$ cat src/rtl/fetch_pkg.sv
// Shared definitions for the instruction-memory fetch controller.
//   LINE_W   : width of one instruction line (16 bytes)
//   OFFSET_W : byte-offset bits dropped from the fetch address
//   TAG_W    : line-address bits kept as the buffer tag
//   fetch_state_e : fetch FSM states
package fetch_pkg;

  localparam int unsigned LINE_W   = 128;
  localparam int unsigned OFFSET_W = 4;
  localparam int unsigned TAG_W    = 28;

  typedef enum logic [1:0] {
    IDLE = 2'd0,
    WAIT = 2'd1,
    RESP = 2'd2
  } fetch_state_e;

endpackage

$ cat src/rtl/imem_fetch_ctrl.sv
// Instruction-memory fetch controller with a single-line buffer.
// A frontend request hits the buffered line (one-cycle response) or
// fetches the line from a fixed-latency program memory and buffers it.
//   clk      : clock, rising edge
//   rst      : asynchronous active-low reset
//   m_rd_en  : fetch request, held until d_valid or abort
//   mem_addr : fetch byte address (low 4 bits ignored)
//   abort    : request cancel; forces IDLE, blocks buffer/counter updates
//   d_valid  : one-cycle pulse, mem_data holds the requested line
//   mem_data : buffered 16-byte line
//   rom_addr : line-aligned program-memory address
//   rom_data : program-memory data, valid LATENCY cycles after rom_addr
module imem_fetch_ctrl
  import fetch_pkg::*;
#(
  parameter int unsigned LATENCY = 3
) (
  input  logic              clk,
  input  logic              rst,
  input  logic              m_rd_en,
  input  logic [31:0]       mem_addr,
  input  logic              abort,
  output logic              d_valid,
  output logic [LINE_W-1:0] mem_data,
  output logic [31:0]       rom_addr,
  input  logic [LINE_W-1:0] rom_data
);

  localparam logic [3:0] CNT_INIT = 4'(LATENCY - 1);

  fetch_state_e      state_q, state_d;
  logic [3:0]        cnt_q;
  logic [LINE_W-1:0] buf_data_q;
  logic [TAG_W-1:0]  buf_tag_q;
  logic              buf_valid_q;
  logic [31:0]       rom_addr_q;

  logic [TAG_W-1:0]  req_line;
  logic              hit;
  logic              start_miss;
  logic              do_fill;
  logic              cnt_dec;
  logic              unused_offset;

  assign req_line      = mem_addr[31:OFFSET_W];
  assign unused_offset = ^mem_addr[OFFSET_W-1:0];
  assign hit           = buf_valid_q && (buf_tag_q == req_line);

  // Abort overrides every state and suppresses all datapath updates.
  always_comb begin
    state_d    = state_q;
    start_miss = 1'b0;
    do_fill    = 1'b0;
    cnt_dec    = 1'b0;
    if (abort) begin
      state_d = IDLE;
    end else begin
      unique case (state_q)
        IDLE: begin
          if (m_rd_en) begin
            if (hit) begin
              state_d = RESP;
            end else begin
              state_d    = WAIT;
              start_miss = 1'b1;
            end
          end
        end
        WAIT: begin
          if (cnt_q == '0) begin
            do_fill = 1'b1;
            state_d = RESP;
          end else begin
            cnt_dec = 1'b1;
          end
        end
        RESP:    state_d = IDLE;
        default: state_d = IDLE;
      endcase
    end
  end

  always_ff @(posedge clk or negedge rst) begin
    if (!rst) begin
      state_q <= IDLE;
    end else begin
      state_q <= state_d;
    end
  end

  always_ff @(posedge clk or negedge rst) begin
    if (!rst) begin
      cnt_q       <= '0;
      buf_data_q  <= '0;
      buf_tag_q   <= '0;
      buf_valid_q <= 1'b0;
      rom_addr_q  <= '0;
    end else begin
      if (start_miss) begin
        rom_addr_q <= {req_line, {OFFSET_W{1'b0}}};
        cnt_q      <= CNT_INIT;
      end else if (cnt_dec) begin
        cnt_q <= cnt_q - 4'd1;
      end
      // The tag comes from the registered rom_addr so the fill does not
      // depend on the requester still holding mem_addr.
      if (do_fill) begin
        buf_data_q  <= rom_data;
        buf_tag_q   <= rom_addr_q[31:OFFSET_W];
        buf_valid_q <= 1'b1;
      end
    end
  end

  assign d_valid  = (state_q == RESP) && !abort;
  assign mem_data = buf_data_q;
  assign rom_addr = rom_addr_q;

endmodule

$ cat config.mk
export PLATFORM = sky130hd
export DESIGN_NAME = imem_fetch_ctrl
export DESIGN_NICKNAME = d
export VERILOG_FILES = /design/src/rtl/fetch_pkg.sv /design/src/rtl/imem_fetch_ctrl.sv
export SDC_FILE = /design/constraint.sdc
export NUM_CORES = 1
export LEC_CHECK = 0
export ABC_CLOCK_PERIOD_IN_PS = 2500
export CAP_MARGIN = 30
export CELL_PAD_IN_SITES_DETAIL_PLACEMENT = 1
export CELL_PAD_IN_SITES_GLOBAL_PLACEMENT = 2
export CORE_ASPECT_RATIO = 1.4
export CORE_UTILIZATION = 28
export CTS_CLUSTER_SIZE = 24
export DETAILED_ROUTE_END_ITERATION = 10
export PLACE_DENSITY = 0.91
export SETUP_SLACK_MARGIN = 0.5
export SYNTH_ARGS = -nofsm -noshare
export SYNTH_HDL_FRONTEND = slang
export SYNTH_SLANG_ARGS = --single-unit
export TNS_END_PERCENT = 50
$ cat constraint.sdc
create_clock -name clk -period 2.5 [get_ports clk]
set_input_delay 0.625 -clock clk [delete_from_list [all_inputs] [get_ports clk]]
set_output_delay 0.625 -clock clk [all_outputs]
set_load 0.05 [all_outputs]
* Word-level counts from Yosys, hierarchy flattened
Cells that the tools add are included.
** Storage, ports and cells
- Flip-flop bits (word level) :: 191
- Input port bits :: 164
- Output and inout port bits :: 161
- Logic and storage cells :: 36
** Cells by class
- Add/sub/neg operators :: 1
- Eq/ne operators :: 5
- Muxes and demuxes :: 17
- Reduce and logical (&&, ||, !) cells :: 7
** Operators with widths (number)
- $eq 28x28->1 :: 1
- $mux 1 :: 10
- $mux 2 :: 4
- $mux 4 :: 2
- $ne 3x3->1 const B :: 2
- $logic_not 4->1 :: 1
- $pmux 2 s2 :: 1
- $sub 4x1->4 const B :: 1
- $eq 2x1->1 const B :: 1
- $eq 2x2->1 const B :: 1
- $logic_and 1x1->1 :: 2
- $logic_not 2->1 :: 1
- $reduce_and 2->1 :: 1
- $reduce_bool 2->1 :: 1
- $logic_not 1->1 :: 1

* Depth between registers and ports, before layout
Gate-level depths: netlist (run 1).
- Word-level depth :: 7
- Depth in mapped cells :: 7
- Mapped depth without buffers :: 7

* Worst setup path after synthesis (run 1)
No wires, ideal clock.
- Path type :: in2out
- Start point :: input abort
- End point :: output d_valid
- Data arrival time :: 1783 ps
- Data required time :: 1875 ps
- Slack :: 92 ps
- Cell stages on the path :: 1
- Buffers on the path :: 0
- Cell sequence :: nor3b_1
** Between the ends
- Cells in the longest elaborated chain, start to end :: 2
** RTL lines
- from (decl) :: RTL line imem_fetch_ctrl.sv:22 : input logic abort,
- $logic_not 1->1 :: RTL line imem_fetch_ctrl.sv:115 : assign d_valid = (state_q == RESP) && !abort;
- $logic_and 1x1->1 :: RTL line imem_fetch_ctrl.sv:115
- to (decl) :: RTL line imem_fetch_ctrl.sv:23 : output logic d_valid,
Every way passes these cells.

* Worst setup path after layout (run 1)
- Start point :: register buf_tag_q[3]
- End point :: register rom_addr_q[12], in the netlist rom_addr[12]
** Between the ends
- Cells in the longest elaborated chain, start to end :: 6
** RTL lines
- from (decl) :: RTL line imem_fetch_ctrl.sv:34 : logic [TAG_W-1:0] buf_tag_q;
- from (signal assigned) :: RTL line imem_fetch_ctrl.sv:109 : buf_tag_q <= rom_addr_q[31:OFFSET_W];
- $eq 28x28->1 :: RTL line imem_fetch_ctrl.sv:47 : assign hit = buf_valid_q && (buf_tag_q == req_line);
- $logic_and 1x1->1 :: RTL line imem_fetch_ctrl.sv:47
- $mux 1 :: RTL line imem_fetch_ctrl.sv:61 : if (hit) begin
- $mux 1 :: RTL line imem_fetch_ctrl.sv:60 : if (m_rd_en) begin
- $mux 1 :: RTL line imem_fetch_ctrl.sv:58 : unique case (state_q)
- $mux 1 :: RTL line imem_fetch_ctrl.sv:55 : if (abort) begin
- to (signal assigned) :: RTL line imem_fetch_ctrl.sv:100 : rom_addr_q <= {req_line, {OFFSET_W{1'b0}}};
- to (decl) :: RTL line imem_fetch_ctrl.sv:36 : logic [31:0] rom_addr_q;
Every way passes these cells.
A chain may end at the register's enable or synchronous reset.

==> results of run 1 <==
what timing repair did:
item,in CTS,in global routing
gates resized for setup,157,100
buffers inserted,0,9
endpoints found under the setup margin,190,227
cloned,2,4
pin swaps,16,20
final timing paths:
check | from | end | slack, ps | depth (start not counted)
min | rst | rom_addr[30] | 140 | 1
min reg2reg | buf_valid_q | buf_valid_q | 470 | 1
min in group clk | buf_valid_q | buf_valid_q | 470 | 1
max reg2reg | buf_tag_q[3] | rom_addr[12] | 470 | 9
max in group asynchronous | rst | mem_data[40] | 1710 | 2
max | buf_tag_q[3] | rom_addr[12] | 470 | 9
report_power, final:
part / leakage [nW] / internal (mW) / switching (mW)
Sequential: 2.36 / 4.56 / 0.832
Clock: 0.286 / 1.61 / 1.19
Combinational: 3.66 / 3.32 / 5.91
through the flow:
stage	setup TNS (ps)	std cells
5_1_grt	0	1153
3_5_place_dp	-5740	1103
6_report	0	1153
4_1_cts	0	1137
2_1_floorplan	0	468
3_3_place_gp	-5420	1103
metal layers:
| metal | up-vias | share of wire, % |
|---|---|---|
| met5 | - | 0.036 |
| met4 | 2 | 3.4 |
| met3 | 41 | 5.1 |
| met2 | 165 | 55 |
| met1 | 2614 | 36 |
| li1 | 2322 | - |
worst max-delay path: stages, from the launching register on:
cell	delay [ps]
sky130_fd_sc_hd__dfrtp_1	410
sky130_fd_sc_hd__xnor2_2	140
sky130_fd_sc_hd__buf_4	140
sky130_fd_sc_hd__nand4_1	130
sky130_fd_sc_hd__nor4_2	50
sky130_fd_sc_hd__buf_4	140
sky130_fd_sc_hd__a21oi_4	260
sky130_fd_sc_hd__buf_6	170
sky130_fd_sc_hd__buf_12	130
sky130_fd_sc_hd__mux2_2	340
cell type report:
class                           count  area share, %
Clock buffer                       23           3.73
Antenna cell                        3         0.0611
Inverter                            3         0.0917
Tap cell                          324           3.30
Multi-Input combinational cell    250           21.9
Sequential cell                   191           38.9
Timing Repair Buffer              350           31.0
Clock inverter                      9           1.09
synthesized netlist by cell type:
cell,instances,area share [%]
sky130_fd_sc_hd__mux2_4,5,1.0
sky130_fd_sc_hd__buf_4,4,0.40
sky130_fd_sc_hd__buf_1,3,0.15
sky130_fd_sc_hd__a211o_1,1,0.12
sky130_fd_sc_hd__nor3b_1,2,0.20
sky130_fd_sc_hd__buf_6,3,0.45
sky130_fd_sc_hd__ha_1,2,0.33
sky130_fd_sc_hd__nor4_2,2,0.33
sky130_fd_sc_hd__nand3_1,3,0.20
sky130_fd_sc_hd__nor2_1,5,0.25
sky130_fd_sc_hd__xor2_1,1,0.12
sky130_fd_sc_hd__xnor2_1,30,3.5
sky130_fd_sc_hd__nand2_1,3,0.15
sky130_fd_sc_hd__mux2_2,179,27
sky130_fd_sc_hd__dfrtp_1,191,64
sky130_fd_sc_hd__clkbuf_1,1,0.050
sky130_fd_sc_hd__a22oi_1,1,0.10
sky130_fd_sc_hd__nand3b_1,1,0.10
sky130_fd_sc_hd__nand4_1,6,0.50
sky130_fd_sc_hd__nand2b_1,2,0.17
sky130_fd_sc_hd__nor4_1,2,0.17
sky130_fd_sc_hd__a21oi_2,1,0.12
sky130_fd_sc_hd__conb_1,1,0.050
sky130_fd_sc_hd__inv_1,3,0.15
sky130_fd_sc_hd__buf_2,13,0.87
sequential cells by signal, indices dropped and copies added, names as in the netlist:
name         flops
cnt_q            4
buf_valid_q      1
buf_tag_q       28
state_q          2
rom_addr        28
mem_data       128
logic make-up after synthesis:
group / Yosys count / synth area share (%)
other cells: 1 / 0.0500
simple gates: 26 / 2.07
flops: 191 / 63.7
fa+ha+maj: 2 / 0.333
xor+xnor: 31 / 3.62
buf+inv: 27 / 2.07
mux: 184 / 27.9
compound gates: 3 / 0.333
cells in the final DEF (no fill, tap or decap), types with 4 or more instances in the layout:
cell,synthesis,layout
sky130_fd_sc_hd__buf_12,0,10
sky130_fd_sc_hd__buf_4,4,15
sky130_fd_sc_hd__clkbuf_1,1,5
sky130_fd_sc_hd__clkbuf_16,0,21
sky130_fd_sc_hd__clkdlybuf4s15_1,0,27
sky130_fd_sc_hd__clkdlybuf4s15_2,0,10
sky130_fd_sc_hd__clkdlybuf4s50_1,0,129
sky130_fd_sc_hd__conb_1,1,4
sky130_fd_sc_hd__dfrtp_1,191,190
sky130_fd_sc_hd__dlygate4sd2_1,0,65
sky130_fd_sc_hd__dlymetal6s2s_1,0,80
sky130_fd_sc_hd__mux2_2,179,179
sky130_fd_sc_hd__mux2_4,5,5
sky130_fd_sc_hd__nand4_1,6,6
sky130_fd_sc_hd__nor2_1,5,5
sky130_fd_sc_hd__xnor2_1,30,21
sky130_fd_sc_hd__xnor2_2,0,9
==> metrics.log, run 1 <==
INFO  metric met3_usage = 4.52%
INFO  metric hold_ws = 144 ps
INFO  metric use_met2 = 29.0%
INFO  metric numClockSinks = 191
INFO  metric place.port_buffers = 316
INFO  metric num_rows = 70
INFO  metric die_height = 196 um
INFO  metric ys_warn_count = 0
INFO  metric holdCritPathClass = in2async
INFO  metric dp_hpwl = 15900 um
INFO  metric worst_clock_skew = 10.1 ps
INFO  metric worst_ep_arrival_time = 2340 ps
INFO  metric total_power_density_per_cell_area = 1420 nW/um^2
INFO  metric finalMaxSlewViolations = 0
INFO  metric clk_pin_slew = 60 ps
INFO  metric cts_tree = done
INFO  metric vias = 5144
INFO  metric routedWlPerCell = 19.5 um
INFO  metric seq_area = 4780 sq um
INFO  metric stdcell_area = 12300 sq um
INFO  metric dpl_worst_slack = -225 ps
INFO  metric finalWorstPathRequiredPeriod = 2030 ps
INFO  metric global_route.usage.total = 16.3%
INFO  metric postPlaceCellArea = 11200 sq um
INFO  metric report.final.hold_viol_count = 0
INFO  metric cts-hold-fix-buffers = 0
INFO  metric nNetsFinal = 979
INFO  metric die_area = 27500 sq um
INFO  metric drtPass1Iterations = 4
INFO  metric route.antenna.remaining_nets = 0
INFO  metric wirelength = 22500 um
INFO  metric clock_tree.htree_level_count = 4
INFO  metric drt-vias-per-instance = 4.46
INFO  metric status = complete, no violations
INFO  metric synth.avg_cell_area = 16.1 sq um
INFO  metric grt_pass1_vias = 5748
INFO  metric nFillCells = 2617
INFO  metric dieWidth = 140 um
INFO  metric design_power_total = 17.4 mW
INFO  metric gpl.final_weighted_congestion = 0.743
INFO  metric grt_remaining_overflow = 0
INFO  metric remaining_drc_errors = 0
INFO  metric timing.critical_path.required = 2800 ps
INFO  metric post_synth_num_cell_types = 25
INFO  metric pin_count_of_the_biggest_net_entering_global_routing = 48
INFO  metric cts-buffers-inserted = 17
INFO  metric max-vdd-ir-drop = 0.593 mV
INFO  metric final_layout_size_suffix_gt1_share = 33.5%
INFO  metric critical_path_class = reg2reg
INFO  metric grtUsageMet1 = 17.8%
INFO  metric clk_latency = 430 ps
INFO  metric rsz0062_at_grt = true
INFO  metric timing.critical_path.to_type = flop
INFO  metric root_buffer = sky130_fd_sc_hd__clkbuf_16
INFO  metric tightest_slew = 571 ps
INFO  metric area_of_the_multi_input_gates = 2690 sq um
INFO  metric setup_violations = 0
INFO  metric layout-area-overhead-vs-synth = 63.7%
INFO  metric syn-cell-area = 7510 sq um
INFO  metric syn-instance-count = 465
INFO  metric max-slew-margin-rel = 62.1%
INFO  metric start_util = 28.7%
INFO  metric antenna_found_initial = 5
INFO  metric cellLeakagePower = 6.31 nW
INFO  metric final_critical_path_setup_slack = 468 ps
INFO  metric synth-seq-area-share = 63.7%
INFO  metric post-route-period-util = 81.3%
INFO  metric gr-max-usage-layer = met2
INFO  metric count_of_state_elements_after_synthesis = 191
INFO  metric cts-root-to-sink-buffers = 2
INFO  metric core_area = 26200 sq um
INFO  metric floorplan.io_pins = 325
INFO  metric worstPathMaxFanout = 7
INFO  metric timing.max_cap.violations = 0
INFO  metric grt_first_pass_wirelength = 33300 um
INFO  metric count_of_routing_violations_after_the_opening_detailed_route_iteration = 145
INFO  metric final_core_utilization = 46.9%
INFO  metric max_freq = 492 MHz
INFO  metric cp-start-kind = flop
Note: power is estimated with default switching activity, not from simulation.
==> run 2: changes to the inputs <==
Settings changed: ABC_CLOCK_PERIOD_IN_PS 2500 to 1800, CORE_UTILIZATION 28 to 25, PLACE_DENSITY 0.91 to 0.86.
Clock period 2.5 ns to 1.8 ns, I/O delays scaled along.
==> run 2 against run 1 <==
- the flow now finishes with violations (negative setup slack)
- critical path depth shrank 1
- utilization shrank 5.3 points
- die area grew 12%
- hold slack gained 160 ps
- routed wire length shrank 0.87%
- first-iteration DRC count grew 5.5%
- power grew 43%
- combinational power grew 44%
- final cell count grew 5.5%
- sequential share of layout area grew 0.27 points
- count of clock-buffer cells in the layout is the same
- non-clock buffer count grew 10
- critical endpoint is now rom_addr[27]
==> metrics.log, run 2 (synthesis gave the netlist of run 1 again) <==
INFO  metric timing.max_cap.violations = 0 (unchanged)
INFO  metric layout_common_cells = 190 x sky130_fd_sc_hd__dfrtp_1, 156 x sky130_fd_sc_hd__buf_4, 143 x sky130_fd_sc_hd__mux2_2, 134 x sky130_fd_sc_hd__clkdlybuf4s50_1, 41 x sky130_fd_sc_hd__mux2_4
INFO  metric final_common_cell = sky130_fd_sc_hd__dfrtp_1
INFO  metric slowest_delay = 440 ps (+30 ps)
INFO  metric route.antenna.remaining_nets = 0 (unchanged)
INFO  metric cts-buffers-inserted = 17 (unchanged)
INFO  metric grt_first_pass_wirelength = 34300 um (+2.7%)
INFO  metric internal_power = 13.8 mW (+45%)
INFO  metric place.port_buffers = 316 (unchanged)
INFO  metric gpl.final_weighted_congestion = 0.746 (+0.44%)
INFO  metric final_layout_size_suffix_gt1_share = 52.5% (+19 points)
INFO  metric wirelength = 22300 um (-0.87%)
INFO  metric clk_pin_slew = 70 ps (about the same)
INFO  metric cp-start-kind = primary input
INFO  metric root_buffer = sky130_fd_sc_hd__clkbuf_16
INFO  metric p_clk_share = 16.1% (about the same)
INFO  metric clk_latency = 450 ps (+20 ps)
INFO  metric grt_pass1_vias = 5854 (+1.8%)
INFO  metric drtPass1Iterations = 3 (-1)
INFO  metric rsz0062_at_grt = true
INFO  metric layout-area-overhead-vs-synth = 62.6%
INFO  metric timing.critical_path.to_type = flop
INFO  metric nNetsFinal = 989 (+1.0%)
INFO  metric start_util = 25.6% (-3.1 points)
INFO  metric timing.critical_path.required = 2130 ps (-670 ps)
INFO  metric cts-root-to-sink-buffers = 2 (unchanged)
INFO  metric final_core_utilization = 41.6% (-5.3 points)
INFO  metric status = finished with violations
INFO  metric post-route-period-util = 103%
INFO  metric drt-vias-per-instance = 4.28 (-4.0%)
INFO  metric worst_ep_arrival_time = 2180 ps (-160 ps)
INFO  metric max-vdd-ir-drop = 1.00 mV (+69%)
INFO  metric pin_count_of_the_biggest_net_entering_global_routing = 64 (+33%)
INFO  metric dieWidth = 148 um (+5.7%)
INFO  metric worst_clock_skew = 7.99 ps (-2.13 ps)
INFO  metric timing.rr.end = rom_addr[8]
INFO  metric finalMaxSlewViolations = 0 (unchanged)
INFO  metric num_rows = 74 (+5.7%)
INFO  metric timing.hold.worst.start = mem_addr[20]
INFO  metric global_route.usage.total = 14.9% (-1.3 points)
INFO  metric worstPathMaxFanout = 21 (+14)
INFO  metric routedWlPerCell = 18.3 um (-6.0%)
INFO  metric total_power_density_per_cell_area = 2050 nW/um^2 (+44%)
INFO  metric max_freq = 539 MHz
INFO  metric comb_power_share = 53.2% (+0.2 points)
INFO  metric final_critical_path_setup_slack = -55.7 ps (-523 ps)
INFO  metric hold_ws = 309 ps (+165 ps)
INFO  metric antenna_found_initial = 1 (-4)
INFO  metric clock_tree.htree_level_count = 4 (unchanged)
INFO  metric die_area = 30700 sq um (+12%)
INFO  metric critical_path_class = in2reg
INFO  metric timing.reg2reg.worst_path_depth = 6 (-3)
INFO  metric nFillCells = 3021 (+15%)
INFO  metric worst_hold_path.endpoint = rom_addr[20]
INFO  metric worst_hold_path.num_cells = 2
INFO  metric dpl_worst_slack = -630 ps (-405 ps)
INFO  metric worst-r2r-setup-slack = -10 ps (-480 ps)
INFO  metric floorplan.io_pins = 325 (unchanged)
INFO  metric grt_remaining_overflow = 0 (unchanged)
INFO  metric core_area = 29400 sq um (+12%)
INFO  metric power.share.sequential = 30.7% (-0.3 points)
INFO  metric report.final.hold_viol_count = 0 (unchanged)
INFO  metric largest_register_ffs = 128 (unchanged)
INFO  metric path_cells = clkdlybuf4s50_1 -> xnor2_1 -> nand4_1 -> nor4_2 -> buf_4 -> a21oi_4 -> buf_12 -> mux2_4
INFO  metric vias = 5206 (+1.2%)
INFO  metric numClockSinks = 191 (unchanged)
INFO  metric cp.buffers_inverters = 3 (-1)
INFO  metric worst_path_dominant_cell_family = buffers and inverters
INFO  metric cts_tree = done
INFO  metric cellLeakagePower = 5.78 nW (-8.3%)
INFO  metric critical_path.slowest_cell = sky130_fd_sc_hd__clkdlybuf4s50_1
INFO  metric n_antenna_cell = 0 (-3)
INFO  metric holdCritPathClass = in2reg
INFO  metric power.share.switching = 45.0% (-0.56 points)
INFO  metric rr_startpoint = state_q[0]
INFO  metric die_height = 207 um (+5.8%)
INFO  metric switchingPower = 11.2 mW (+42%)
INFO  metric finalWorstPathRequiredPeriod = 1860 ps
INFO  metric stdcell_area = 12200 sq um (-0.68%)
INFO  metric dp_hpwl = 16600 um (+4.6%)
INFO  metric remaining_drc_errors = 0 (unchanged)
INFO  metric setup_violations = 29 (+29)
INFO  metric postPlaceCellArea = 11200 sq um (-0.66%)
INFO  metric violations = negative setup slack
INFO  metric count_of_routing_violations_after_the_opening_detailed_route_iteration = 153 (+5.5%)
-- run 2: worst max-delay path by stage --
stage             startpoint           end  depth (start not counted)
6_report         mem_addr[6]  rom_addr[27]                          8
5_1_grt           state_q[0]   rom_addr[8]                          6
3_5_place_dp     mem_addr[7]  rom_addr[13]                          8
3_3_place_gp     mem_addr[7]  rom_addr[21]                          8
2_1_floorplan   mem_addr[12]  rom_addr[26]                          6
4_1_cts        buf_tag_q[10]  rom_addr[28]                          7
-- run 2: worst reg2reg max path: stages, from the launching register on --
cell,delay [ps]
sky130_fd_sc_hd__dfrtp_2,410
sky130_fd_sc_hd__buf_4,150
sky130_fd_sc_hd__inv_1,160
sky130_fd_sc_hd__nand3_1,190
sky130_fd_sc_hd__a21oi_4,220
sky130_fd_sc_hd__buf_12,200
sky130_fd_sc_hd__mux2_2,360
-- run 2: routing by layer --
| metal | up-vias | global-route usage [%] | routed length [um] |
|---|---|---|---|
| met3 | 34 | 4.30 | 1110 |
| met2 | 158 | 27.6 | 12600 |
| met4 | 2 | 6.51 | 545 |
| li1 | 2339 | - | - |
| met5 | - | 0 | 17 |
| met1 | 2673 | 15.4 | 8020 |
-- run 2: final cells by class --
cell class              count  area, sq um  share of cell area [%]
flip-flops and latches    191         4780                    39.2
clock inverters             9          131                    1.08
multi-input cells         250         2890                    23.6
well taps                 380          475                    3.90
clock buffers              23          478                    3.92
repair buffers            360         3440                    28.2
inverters                   3         11.3                  0.0923
-- run 2: repair_timing --
action	4_1_cts	5_1_grt
hold buffers	1	0
pin swaps	8	10
gates resized for setup	67	40
buffers inserted	3	3
gates cloned	1	0
setup endpoints to repair	348	348
hold endpoints to repair	27	0
-- run 2: through the flow --
step / setup TNS (ps) / power, mW / std cells
finish: -706 / 25.0 / 1216
global route: -5550 / 26.1 / 1216
CTS: -155 / 25.1 / 1213
detailed placement: -65990 / 20.6 / 1176
global placement: -60000 / 20.2 / 1176
floorplan: 0 / 16.1 / 468
-- run 2: power groups by stage --
stage	Clock (mW)	Combinational (mW)	Sequential (mW)
finish	4.02	13.3	7.68
global route	4.30	13.8	7.96
CTS	4.17	13.3	7.65
detailed placement	0	12.9	7.69
global placement	0	12.7	7.54
floorplan	0	2.73	13.4
